==> src/rtl/validator_path.sv <==
// Path-obstruction checker: walks from the origin square towards the destination,
// one synchronous board read per square, and reports whether the path is clear.
module validator_path (
  input  logic       clk,
  input  logic       reset,
  input  logic       start_validation,
  input  logic [2:0] piece_x,
  input  logic [2:0] piece_y,
  input  logic [2:0] move_x,
  input  logic [2:0] move_y,
  input  logic       mover_color,
  input  logic [3:0] piece_read,
  output logic [2:0] validate_x,
  output logic [2:0] validate_y,
  output logic       busy,
  output logic       path_complete,
  output logic       path_clear
);

  typedef enum logic [1:0] {IDLE, FETCH, CHECK, DONE} state_t;

  state_t            state_q, state_d;
  logic [2:0]        curX_q, curX_d, curY_q, curY_d;
  logic [2:0]        moveX_q, moveX_d, moveY_q, moveY_d;
  logic signed [3:0] stepX_q, stepX_d, stepY_q, stepY_d;
  logic              color_q, color_d;
  logic              zero_q, zero_d;
  logic              clear_q, clear_d;

  logic signed [3:0] dx, dy, adx, ady, stepX, stepY;
  logic [3:0]        firstX, firstY, nextX, nextY;
  logic              isLine, isZero, atDest;

  assign dx     = $signed({1'b0, move_x}) - $signed({1'b0, piece_x});
  assign dy     = $signed({1'b0, move_y}) - $signed({1'b0, piece_y});
  assign adx    = dx[3] ? -dx : dx;
  assign ady    = dy[3] ? -dy : dy;
  assign stepX  = (dx > 4'sd0) ? 4'sd1 : ((dx < 4'sd0) ? -4'sd1 : 4'sd0);
  assign stepY  = (dy > 4'sd0) ? 4'sd1 : ((dy < 4'sd0) ? -4'sd1 : 4'sd0);
  assign isZero = (dx == 4'sd0) && (dy == 4'sd0);
  assign isLine = (dx == 4'sd0) || (dy == 4'sd0) || (adx == ady);
  assign firstX = {1'b0, piece_x} + stepX;
  assign firstY = {1'b0, piece_y} + stepY;
  assign nextX  = {1'b0, curX_q} + stepX_q;
  assign nextY  = {1'b0, curY_q} + stepY_q;
  assign atDest = (curX_q == moveX_q) && (curY_q == moveY_q);

  always_ff @(posedge clk or negedge reset) begin
    if (!reset) begin
      state_q <= IDLE;
      curX_q  <= 3'd0;
      curY_q  <= 3'd0;
      moveX_q <= 3'd0;
      moveY_q <= 3'd0;
      stepX_q <= 4'sd0;
      stepY_q <= 4'sd0;
      color_q <= 1'b0;
      zero_q  <= 1'b0;
      clear_q <= 1'b0;
    end else begin
      state_q <= state_d;
      curX_q  <= curX_d;
      curY_q  <= curY_d;
      moveX_q <= moveX_d;
      moveY_q <= moveY_d;
      stepX_q <= stepX_d;
      stepY_q <= stepY_d;
      color_q <= color_d;
      zero_q  <= zero_d;
      clear_q <= clear_d;
    end
  end

  // A zero move passes through CHECK without reading so its result lands one cycle after start.
  always_comb begin
    state_d = state_q;
    curX_d  = curX_q;
    curY_d  = curY_q;
    moveX_d = moveX_q;
    moveY_d = moveY_q;
    stepX_d = stepX_q;
    stepY_d = stepY_q;
    color_d = color_q;
    zero_d  = zero_q;
    clear_d = clear_q;
    case (state_q)
      IDLE: begin
        if (start_validation) begin
          moveX_d = move_x;
          moveY_d = move_y;
          stepX_d = stepX;
          stepY_d = stepY;
          color_d = mover_color;
          clear_d = 1'b0;
          zero_d  = isZero;
          if (isZero) begin
            state_d = CHECK;
          end else begin
            state_d = FETCH;
            curX_d  = isLine ? firstX[2:0] : move_x;
            curY_d  = isLine ? firstY[2:0] : move_y;
          end
        end
      end
      FETCH: state_d = CHECK;
      CHECK: begin
        if (zero_q) begin
          clear_d = 1'b0;
          state_d = DONE;
        end else if (atDest) begin
          clear_d = (piece_read == 4'b0000) || (piece_read[3] != color_q);
          state_d = DONE;
        end else if (piece_read != 4'b0000) begin
          clear_d = 1'b0;
          state_d = DONE;
        end else begin
          curX_d  = nextX[2:0];
          curY_d  = nextY[2:0];
          state_d = FETCH;
        end
      end
      DONE: state_d = IDLE;
      default: state_d = IDLE;
    endcase
  end

  assign validate_x    = curX_q;
  assign validate_y    = curY_q;
  assign busy          = (state_q != IDLE);
  assign path_complete = (state_q == DONE);
  assign path_clear    = clear_q;

endmodule

==> config.mk <==
export PLATFORM = sky130hd
export DESIGN_NAME = validator_path
export DESIGN_NICKNAME = d
export VERILOG_FILES = /design/src/rtl/validator_path.sv
export SDC_FILE = /design/constraint.sdc
export NUM_CORES = 1
export LEC_CHECK = 0
export BUFFER_PORTS_ARGS = -buffer_cell sky130_fd_sc_hd__buf_2
export CORE_MARGIN = 2
export CORE_UTILIZATION = 45
export DETAILED_ROUTE_END_ITERATION = 8
export GPL_ROUTABILITY_DRIVEN = 1
export PLACE_DENSITY = 0.69
export SYNTH_ARGS = -nofsm -noshare
export SYNTH_HDL_FRONTEND = slang
export SYNTH_SLANG_ARGS = --single-unit
==> constraint.sdc <==
create_clock -name clk -period 3.44 [get_ports clk]
set_input_delay 0.344 -clock clk [delete_from_list [all_inputs] [get_ports clk]]
set_output_delay 0.344 -clock clk [all_outputs]
set_load 0.02 [all_outputs]
After elaboration in Yosys (flattened, before gate mapping) --
Cells that the tools add are included.
Operators by class: add/subtract/negate cells 8, $mul 0, div/mod/pow operators 0, $lt $le $gt $ge 4, equality and inequality tests 13, shift operators 0, multiplexer cells 31, bitwise gates (word level) 0, reductions and logical operators 15
Operators by type and width (number):
- $mux W3 | 16
- $add A3 B3 Y3 | 4
- $logic_not A4 Y1 | 3
- $pmux W3 S2 | 2
- $mux W2 | 5
- $ne A2 B2 Y1 const B | 5
- $gt A4 B1 Y1 const B | 2
- $lt A4 B1 Y1 const B | 2
- $mux W4 | 2
- $neg A4 Y4 | 2
- $pmux W2 S4 | 1
- $sub A3 B3 Y4 | 2
- $eq A3 B3 Y1 | 2
- $reduce_and A6 Y1 | 1
- $eq A2 B2 Y1 const B | 2
- $eq A4 B4 Y1 | 1
- $mux W1 | 4
- $ne A4 B4 Y1 const B | 1
- $reduce_bool A2 Y1 | 2
- $reduce_bool A4 Y1 | 1
- $logic_or A1 B1 Y1 | 3
- $reduce_and A3 Y1 | 1
- $eq A2 B1 Y1 const B | 1
- $logic_and A1 B1 Y1 | 2
- 4 further kinds | 4
Word-level totals: register bits 23, latch bits 0, bits in writable memories 0, ROM bits 0, input port bits 20, output and inout bits 9, logic and storage cells 81, memories 0

Logic depth before layout (Yosys ltp) --
Gate-level depths: netlist of the first run.
depth in word-level cells 9, gate-level depth with buffers 19

Worst setup path after synthesis of the first run --
No wires, ideal clock.
kind input to register, start point in move_y[0], end point reg curY_q[2] (netlist: validate_y[2]), setup time 0.129 ns, data arrival time 2.881 ns, setup slack 0.430 ns, stages on the path 18, buffers on the path 0, cell sequence inv_1 -> ha_1 -> inv_1 -> fa_1 -> inv_1 -> ha_1 -> inv_1 -> a211oi_2 -> inv_2 -> ha_1 -> inv_1 -> fa_1 -> xnor2_1 -> nor2_1 -> o21ai_0 -> a21oi_1 -> a211oi_1 -> o21ai_2
On the way: cells in the longest elaborated chain, start to end 9
Ends and longest elaborated chain:
- start, declared | line 10 | input logic [2:0] move_y,
- $sub A3 B3 Y4 * | line 35 | assign dy = $signed({1'b0, move_y}) - $signed({1'b0, piece_y});
- $lt A4 B1 Y1 | line 39 | assign stepY = (dy > 4'sd0) ? 4'sd1 : ((dy < 4'sd0) ? -4'sd1 : 4'sd0);
- $mux W3 | line 39
- $mux W3 * | line 39
- via stepY[0] | line 30 | logic signed [3:0] dx, dy, adx, ady, stepX, stepY;
- $add A3 B3 Y3 * | line 43 | assign firstY = {1'b0, piece_y} + stepY;
- $mux W3 * | line 101 | curY_d = isLine ? firstY[2:0] : move_y;
- $mux W3 * | line 96 | if (isZero) begin
- $mux W3 * | line 88 | if (start_validation) begin
- $pmux W3 S2 * | line 86 | case (state_q)
- end signal, assigned | line 63 | curY_q <= curY_d;
- end, declared | line 23 | logic [2:0] curX_q, curX_d, curY_q, curY_d;
The timed path passes the listed nets; every way through them passes the cells marked *. The select of a mux whose other input is x is not followed. A chain may end at the register's enable or synchronous reset.

Worst setup path after layout of the first run --
Same ends and word-level chain as after synthesis.

==> results of run 1 <==
==> power by group through the flow <==
stage | Sequential (mW) | Combinational, mW | Clock (mW)
3_3_place_gp | 0.470 | 0.727 | 0
5_1_grt | 0.486 | 0.835 | 0.186
4_1_cts | 0.470 | 0.744 | 0.172
3_5_place_dp | 0.475 | 0.740 | 0
2_1_floorplan | 0.490 | 0.517 | 0
6_report | 0.469 | 0.736 | 0.170
==> worst register-to-register path, stage by stage (launching register included) <==
cell and delay [ns]:
dfrtp_1 0.44, nor2_1 0.25, nand2_1 0.25, buf_4 0.27
and2_1 0.16, a21o_1 0.21, a211oi_1 0.29, o311ai_1 0.14
==> worst paths after layout <==
check                                             from                         to  slack [ns]
max in group asynchronous                        reset  validate_x[1]$_DFFE_PN0P_        3.09
worst min-delay path                             reset        color_q$_DFFE_PN0P_        0.02
worst min register to register  stepX_q[0]$_DFFE_PN0P_     stepX_q[0]$_DFFE_PN0P_        0.50
min in group clk                           mover_color        color_q$_DFFE_PN0P_        0.30
worst max-delay path                         move_y[0]  validate_y[2]$_DFFE_PN0P_        0.30
worst max register to register  state_q[1]$_DFFE_PN0P_  validate_x[2]$_DFFE_PN0P_        1.30
==> placed cells by master (no fill, tap or decap), types with 2 or more instances in the layout <==
master / n
a211oi_1: 3
xor2_1: 12
nand3_1: 6
xnor2_1: 7
inv_1: 21
fa_1: 6
a21o_1: 2
inv_2: 3
buf_2: 28
o32ai_1: 2
dfrtp_1: 21
nor3_1: 2
nand2_1: 17
mux2_1: 2
o31ai_1: 2
o21ai_1: 4
nand4_1: 2
a21oi_1: 10
o21ai_0: 10
buf_4: 5
and2_1: 2
clkbuf_8: 3
mux2i_1: 2
or3_1: 2
nor2_1: 11
o22ai_1: 2
mux2_2: 4
ha_1: 12
a31oi_1: 2
==> sequential cells by signal, summed over array words and instances, names as in the netlist <==
name and flops:
path_clear 1, moveX_q 3, color_q 1, zero_q 1, moveY_q 3, stepX_q 2, validate_y 3, validate_x 3
state_q 2, stepY_q 2
==> per-stage QoR <==
stage,power [mW],setup WS (ns)
after floorplan,1.01,0.430
after global placement,1.20,0.153
after detailed placement,1.22,0.0288
after CTS,1.39,0.313
after global routing,1.51,0.0240
final,1.38,0.301
==> final cells by class <==
type                       instances  area [µm²]  area share
multi-input combinational        144        1120       0.555
sequential                        21         526       0.260
timing repair buffer              33         178      0.0879
inverter                          24        90.1      0.0446
tap                               48        60.1      0.0297
clock buffer                       3        41.3      0.0204
clock inverter                     1        5.00     0.00248
==> logic make-up after synthesis <==
family | synth area share
adder cells (fa/ha/maj) | 0.155
flip-flops | 0.301
AND/OR/NAND/NOR | 0.143
multiplexers | 0.0588
AO/OA/AOI/OAI | 0.178
buffers and inverters | 0.0559
XOR/XNOR | 0.108
==> layer usage <==
layer,vias to the layer above,part of all wire,global-route usage
met5,-,0,0
met1,662,0.47,0.260
met2,31,0.48,0.309
met3,5,0.033,0.0239
li1,733,-,-
met4,0,0.017,0.0765
==> results.md, run 1 <==
* Status: complete, no violations
* Die Width at 66.3 µm
* Core Area at 3690 µm²
* First-pass GRT wire length at 6340 µm
* Post-Syn Area per Cell at 9.14 µm²
* Syn Nets at 229
* Dpl cells at 270
* Non-Filler Instances at 274
* N_diodes at 0
* Initial DRC count at 54
* Vert. Die Dim at 66.3 µm
* DP HPWL at 3060 µm
* Crit Path Class: input port to register
* Buf+Inv Stages, Crit Path at 7
* RSZ-0062 raised after global routing: no
* Max transition margin at 0.645
* CTS tree: yes
* Residual DRC at 0
* Max cap viols at 0
* Crit path depth at 19
* CP Launch Type: input port
* Vias at 1431
* Clock Tree Buf Depth at 2
* Sw Pwr at 0.609 mW
* Worst-skew pair later-pin latency at 0.27 ns
* Final ANT Viol Nets at 0
* Distinct cells, synth at 47
* Share of flip-flops with an asynchronous set or reset at 1.00
* Initial core utilization at 0.473
* Clock Power Share at 0.124
* Worst r2r path cells at 7
* Clk root buf: clkbuf_8
* Clock Pin Slew Worst Setup and Hold Paths at 0.08 ns
* Setup Total Neg Slack at 0 ns
* GR Util All Layers at 0.192
* Area Growth Syn to Fin at 15.8%
* Hold_ws at 0.0215 ns
* Ys flop type: dfrtp_1
* Hold_buf cts at 0
* # resized after CTS at 0
* IO Count at 29
* CP peak stage delay at 0.48 ns
* Pleak at 0.957 nW
* Pint at 0.766 mW
* Crit path top cell by count: inv_1
* Flop pwr share at 0.341
* CP Capture Type: register
* Fillers at 367
* Crit-path leading delay family: adder cells
* DRT Pass-1 Iters at 4
* Final min period at 3.14 ns
* Post-Syn Instances at 191
* Yosys warning count at 0
* Post-CTS Setup Inserts at 0
* Sw frac at 0.443
* Final Cell Area at 2020 µm²
* Crit-path cells: buf_2 > inv_1 > ha_1 > inv_1 > fa_1 > inv_1 > ha_1 > inv_1 > a211oi_2 > inv_2 > ha_1 > inv_1 > fa_1 > xnor2_1 > nor2_1 > o21ai_0 > a21oi_1 > a211oi_1 > o21ai_2
* Routed wire per std cell at 13.9 µm
* Max Clock Freq at 319 MHz
* Comb power frac at 0.535
* Register area share after synthesis at 0.301
* Routed wire length at 3810 µm
* Most frequent cells after synthesis: 21 x dfrtp_1, 21 x inv_1, 17 x nand2_1, 12 x ha_1, 12 x xor2_1
* Power Dens Cells at 680 nW/µm²
* VDD IR max at 0.215 mV
* Placed Area at 1980 µm²
* DIE AREA at 4390 µm²
* IO Port Bufs at 28
* Largest net degree at the start of global routing at 22
* Total gr overflow at 0
* Final Hold Vio Count at 0
* H-tree depth at 1
* Final GP Congestion at 0.840
* Top cells by area, synth: dfrtp_1 30%, ha_1 8.6%, fa_1 6.9%
* Yosys top cell area share at 0.301
* Slowest library cell on the worst path: fa_1
* Cts bufs inserted at 3
* CP arrival at 3.30 ns
* Worst-Margin Slew at 0.532 ns
* Vias in the first global route at 1355
* Max Fanout on Critical Path at 7
* Clock Sinks at 21
* Share of cells above drive strength 1 at 0.230
* Antenna violations before repair at 0
* FF+latch count, synth at 21
* WP data required at 3.60 ns
* Crit share post-route at 0.912
* Post-synth EDFFs at 0
* Layout Utilization at 0.548
* Clock Skew at 0.00322 ns
* Largest area contributor in the netlist: dfrtp_1
* Total Nets Final at 265
* Slew Viols, Final at 0
* Min-delay worst type: input port to asynchronous set/reset pin
* Vias per cell at 5.22
* Mapped Area at 1750 µm²
* Endpoints failing setup at 0
* Row count at 22
Power figures use the tool's default switching activity.
==> inputs of run 2 (changes only) <==
--- a/config.mk
+++ b/config.mk
@@ -10,7 +10,7 @@
 export CORE_UTILIZATION = 45
 export DETAILED_ROUTE_END_ITERATION = 8
 export GPL_ROUTABILITY_DRIVEN = 1
-export PLACE_DENSITY = 0.69
+export PLACE_DENSITY = 0.66
 export SYNTH_ARGS = -nofsm -noshare
 export SYNTH_HDL_FRONTEND = slang
 export SYNTH_SLANG_ARGS = --single-unit
==> constraint.sdc (replaced) <==
create_clock -name clk -period 3.7 [get_ports clk]
set_input_delay 0.37 -clock clk [delete_from_list [all_inputs] [get_ports clk]]
set_output_delay 0.37 -clock clk [all_outputs]
set_load 0.02 [all_outputs]
==> results.md, run 2 (synthesis gave the netlist of run 1 again) <==
* Initial DRC count at 76 (+41%)
* Initial core utilization at 0.473 (unchanged)
* Clock Power Share at 0.122 (-0.002)
* Worst-skew pair later-pin latency at 0.27 ns (about the same)
* GR Util All Layers at 0.189 (-0.00231)
* Routed wire per std cell at 13.8 µm (-0.65%)
* Vias in the first global route at 1359 (+0.30%)
* Total gr overflow at 0 (unchanged)
* Fillers at 377 (+2.7%)
* CP Capture Type: register
* DIE AREA at 4390 µm² (unchanged)
* # resized after CTS at 0 (unchanged)
* CP Launch Type: input port
* Final GP Congestion at 0.768 (-8.6%)
* Clock Skew at 0.00276 ns (-0.000464 ns)
* Largest net degree at the start of global routing at 26 (+18%)
* Max cap viols at 0 (unchanged)
* Min-delay worst type: input port to asynchronous set/reset pin
* Core Area at 3690 µm² (unchanged)
* Sw frac at 0.447 (+0.00371)
* Comb power frac at 0.536 (about the same)
* Final Hold Vio Count at 0 (unchanged)
* Area Growth Syn to Fin at 14.1%
* Footprint of the multi-input gates at 1120 µm² (unchanged)
* Crit share post-route at 0.874
* RSZ-0062 raised after global routing: no
* Antenna violations before repair at 0 (unchanged)
* Crit Path Class: input port to register
* Final ANT Viol Nets at 0 (unchanged)
* First-pass GRT wire length at 6350 µm (+0.11%)
* Pint at 0.706 mW (-7.9%)
* Clock Tree Buf Depth at 2 (unchanged)
* DRT Pass-1 Iters at 4 (unchanged)
* Final Cell Area at 1990 µm² (-1.5%)
* Vias at 1408 (-1.6%)
* IO Port Bufs at 28 (unchanged)
* IO Count at 29 (unchanged)
* Hold_ws at 0.0508 ns (+0.0292 ns)
* Pleak at 0.939 nW (-2.0%)
* Hold_buf cts at 0 (unchanged)
* Slew Viols, Final at 0 (unchanged)
* Die Width at 66.3 µm (unchanged)
* H-tree depth at 1 (unchanged)
* CTS tree: yes
* Placed Area at 1950 µm² (-1.5%)
* Max Fanout on Critical Path at 7 (unchanged)
* Flop pwr share at 0.342 (about the same)
* Layout Utilization at 0.540 (-0.00814)
* Total Nets Final at 261 (-1.5%)
* Vert. Die Dim at 66.3 µm (unchanged)
* Post-CTS Setup Inserts at 0 (unchanged)
* Clock Sinks at 21 (unchanged)
* VDD IR max at 0.191 mV (-11%)
* Routed wire length at 3730 µm (-2.1%)
* N_diodes at 0 (unchanged)
* Cts bufs inserted at 3 (unchanged)
* DP HPWL at 3000 µm (-1.9%)
* Row count at 22 (unchanged)
* Vias per cell at 5.21 (-0.15%)
* Status: complete, no violations
* Endpoints failing setup at 0 (unchanged)
* Clock Pin Slew Worst Setup and Hold Paths at 0.08 ns (about the same)
* Reg area at 526 µm² (unchanged)
* Highest-count cells in the layout ignoring fill and taps: 28 x buf_2, 21 x inv_1, 21 x dfrtp_1
* Max Clock Freq at 309 MHz
* Setup Total Neg Slack at 0 ns (unchanged)
* Max transition margin at 0.466 (-0.179)
* Commonest non-fill, non-tap cell in the layout: buf_2
* WP data required at 3.85 ns (+0.25 ns)
* Dpl cells at 266 (-1.5%)
* Sw Pwr at 0.570 mW (-6.5%)
* Worst-Margin Slew at 0.799 ns (+0.267 ns)
* Power Dens Cells at 640 nW/µm² (-5.9%)
* Residual DRC at 0 (unchanged)
* CP arrival at 3.38 ns (+0.08 ns)
* Non-Filler Instances at 270 (-1.5%)
* Clk root buf: clkbuf_8
* Final min period at 3.23 ns
* Share of cells above drive strength 1 at 0.216 (-0.0139)
[run 2: cell types whose count changed in the layout (fill, tap and decap cells not counted), sizes merged]
cell,change
buf,-4
[run 2: critical path, stage by stage]
cell and delay, ns:
buf_2 0.11, inv_1 0.07, ha_1 0.15, inv_1 0.05, fa_1 0.48, inv_1 0.08, ha_1 0.15, inv_1 0.06
a211oi_2 0.41, inv_2 0.10, ha_1 0.19, inv_1 0.06, fa_1 0.18, xnor2_1 0.22, nor2_1 0.06, o21ai_0 0.16
a21oi_1 0.10, a211oi_1 0.27, o21ai_2 0.09
[run 2: metal layers]
layer / track usage / wire length, µm
met1: 0.276 / 1810
met2: 0.296 / 1700
met3: 0.0153 / 171
met4: 0.0612 / 40
met5: 0 / 0
[run 2: layout make-up]
cell class / instances / share of cell area
Tap cell: 48 / 0.0302
Clock buffer: 3 / 0.0207
Clock inverter: 1 / 0.00251
Timing Repair Buffer: 29 / 0.0741
Inverter: 24 / 0.0452
Multi-Input combinational cell: 144 / 0.563
Sequential cell: 21 / 0.264
[run 2: worst paths after layout]
path,startpoint,end,slack (ns),cells after the start
worst max-delay path,move_y[0],validate_y[2]$_DFFE_PN0P_,0.47,19
worst min-delay path,reset,moveX_q[0]$_DFFE_PN0P_,0.05,1
worst max register to register,state_q[1]$_DFFE_PN0P_,validate_x[2]$_DFFE_PN0P_,1.39,6
worst min register to register,stepX_q[0]$_DFFE_PN0P_,stepX_q[0]$_DFFE_PN0P_,0.52,2
max in group asynchronous,reset,moveY_q[2]$_DFFE_PN0P_,3.32,1
min in group clk,mover_color,color_q$_DFFE_PN0P_,0.34,2
[run 2: through the flow]
stage	setup WS, ns	power (mW)
after floorplan	0.664	0.936
after global placement	0.199	1.12
after detailed placement	0.178	1.13
after CTS	0.449	1.28
after global routing	0.123	1.40
final	0.466	1.28
[run 2: power groups by stage]
stage / sequential, mW / combinational, mW / clock (mW)
after floorplan: 0.455 / 0.481 / 0
after global placement: 0.440 / 0.678 / 0
after detailed placement: 0.442 / 0.686 / 0
after CTS: 0.436 / 0.690 / 0.156
after global routing: 0.452 / 0.775 / 0.168
final: 0.437 / 0.683 / 0.155
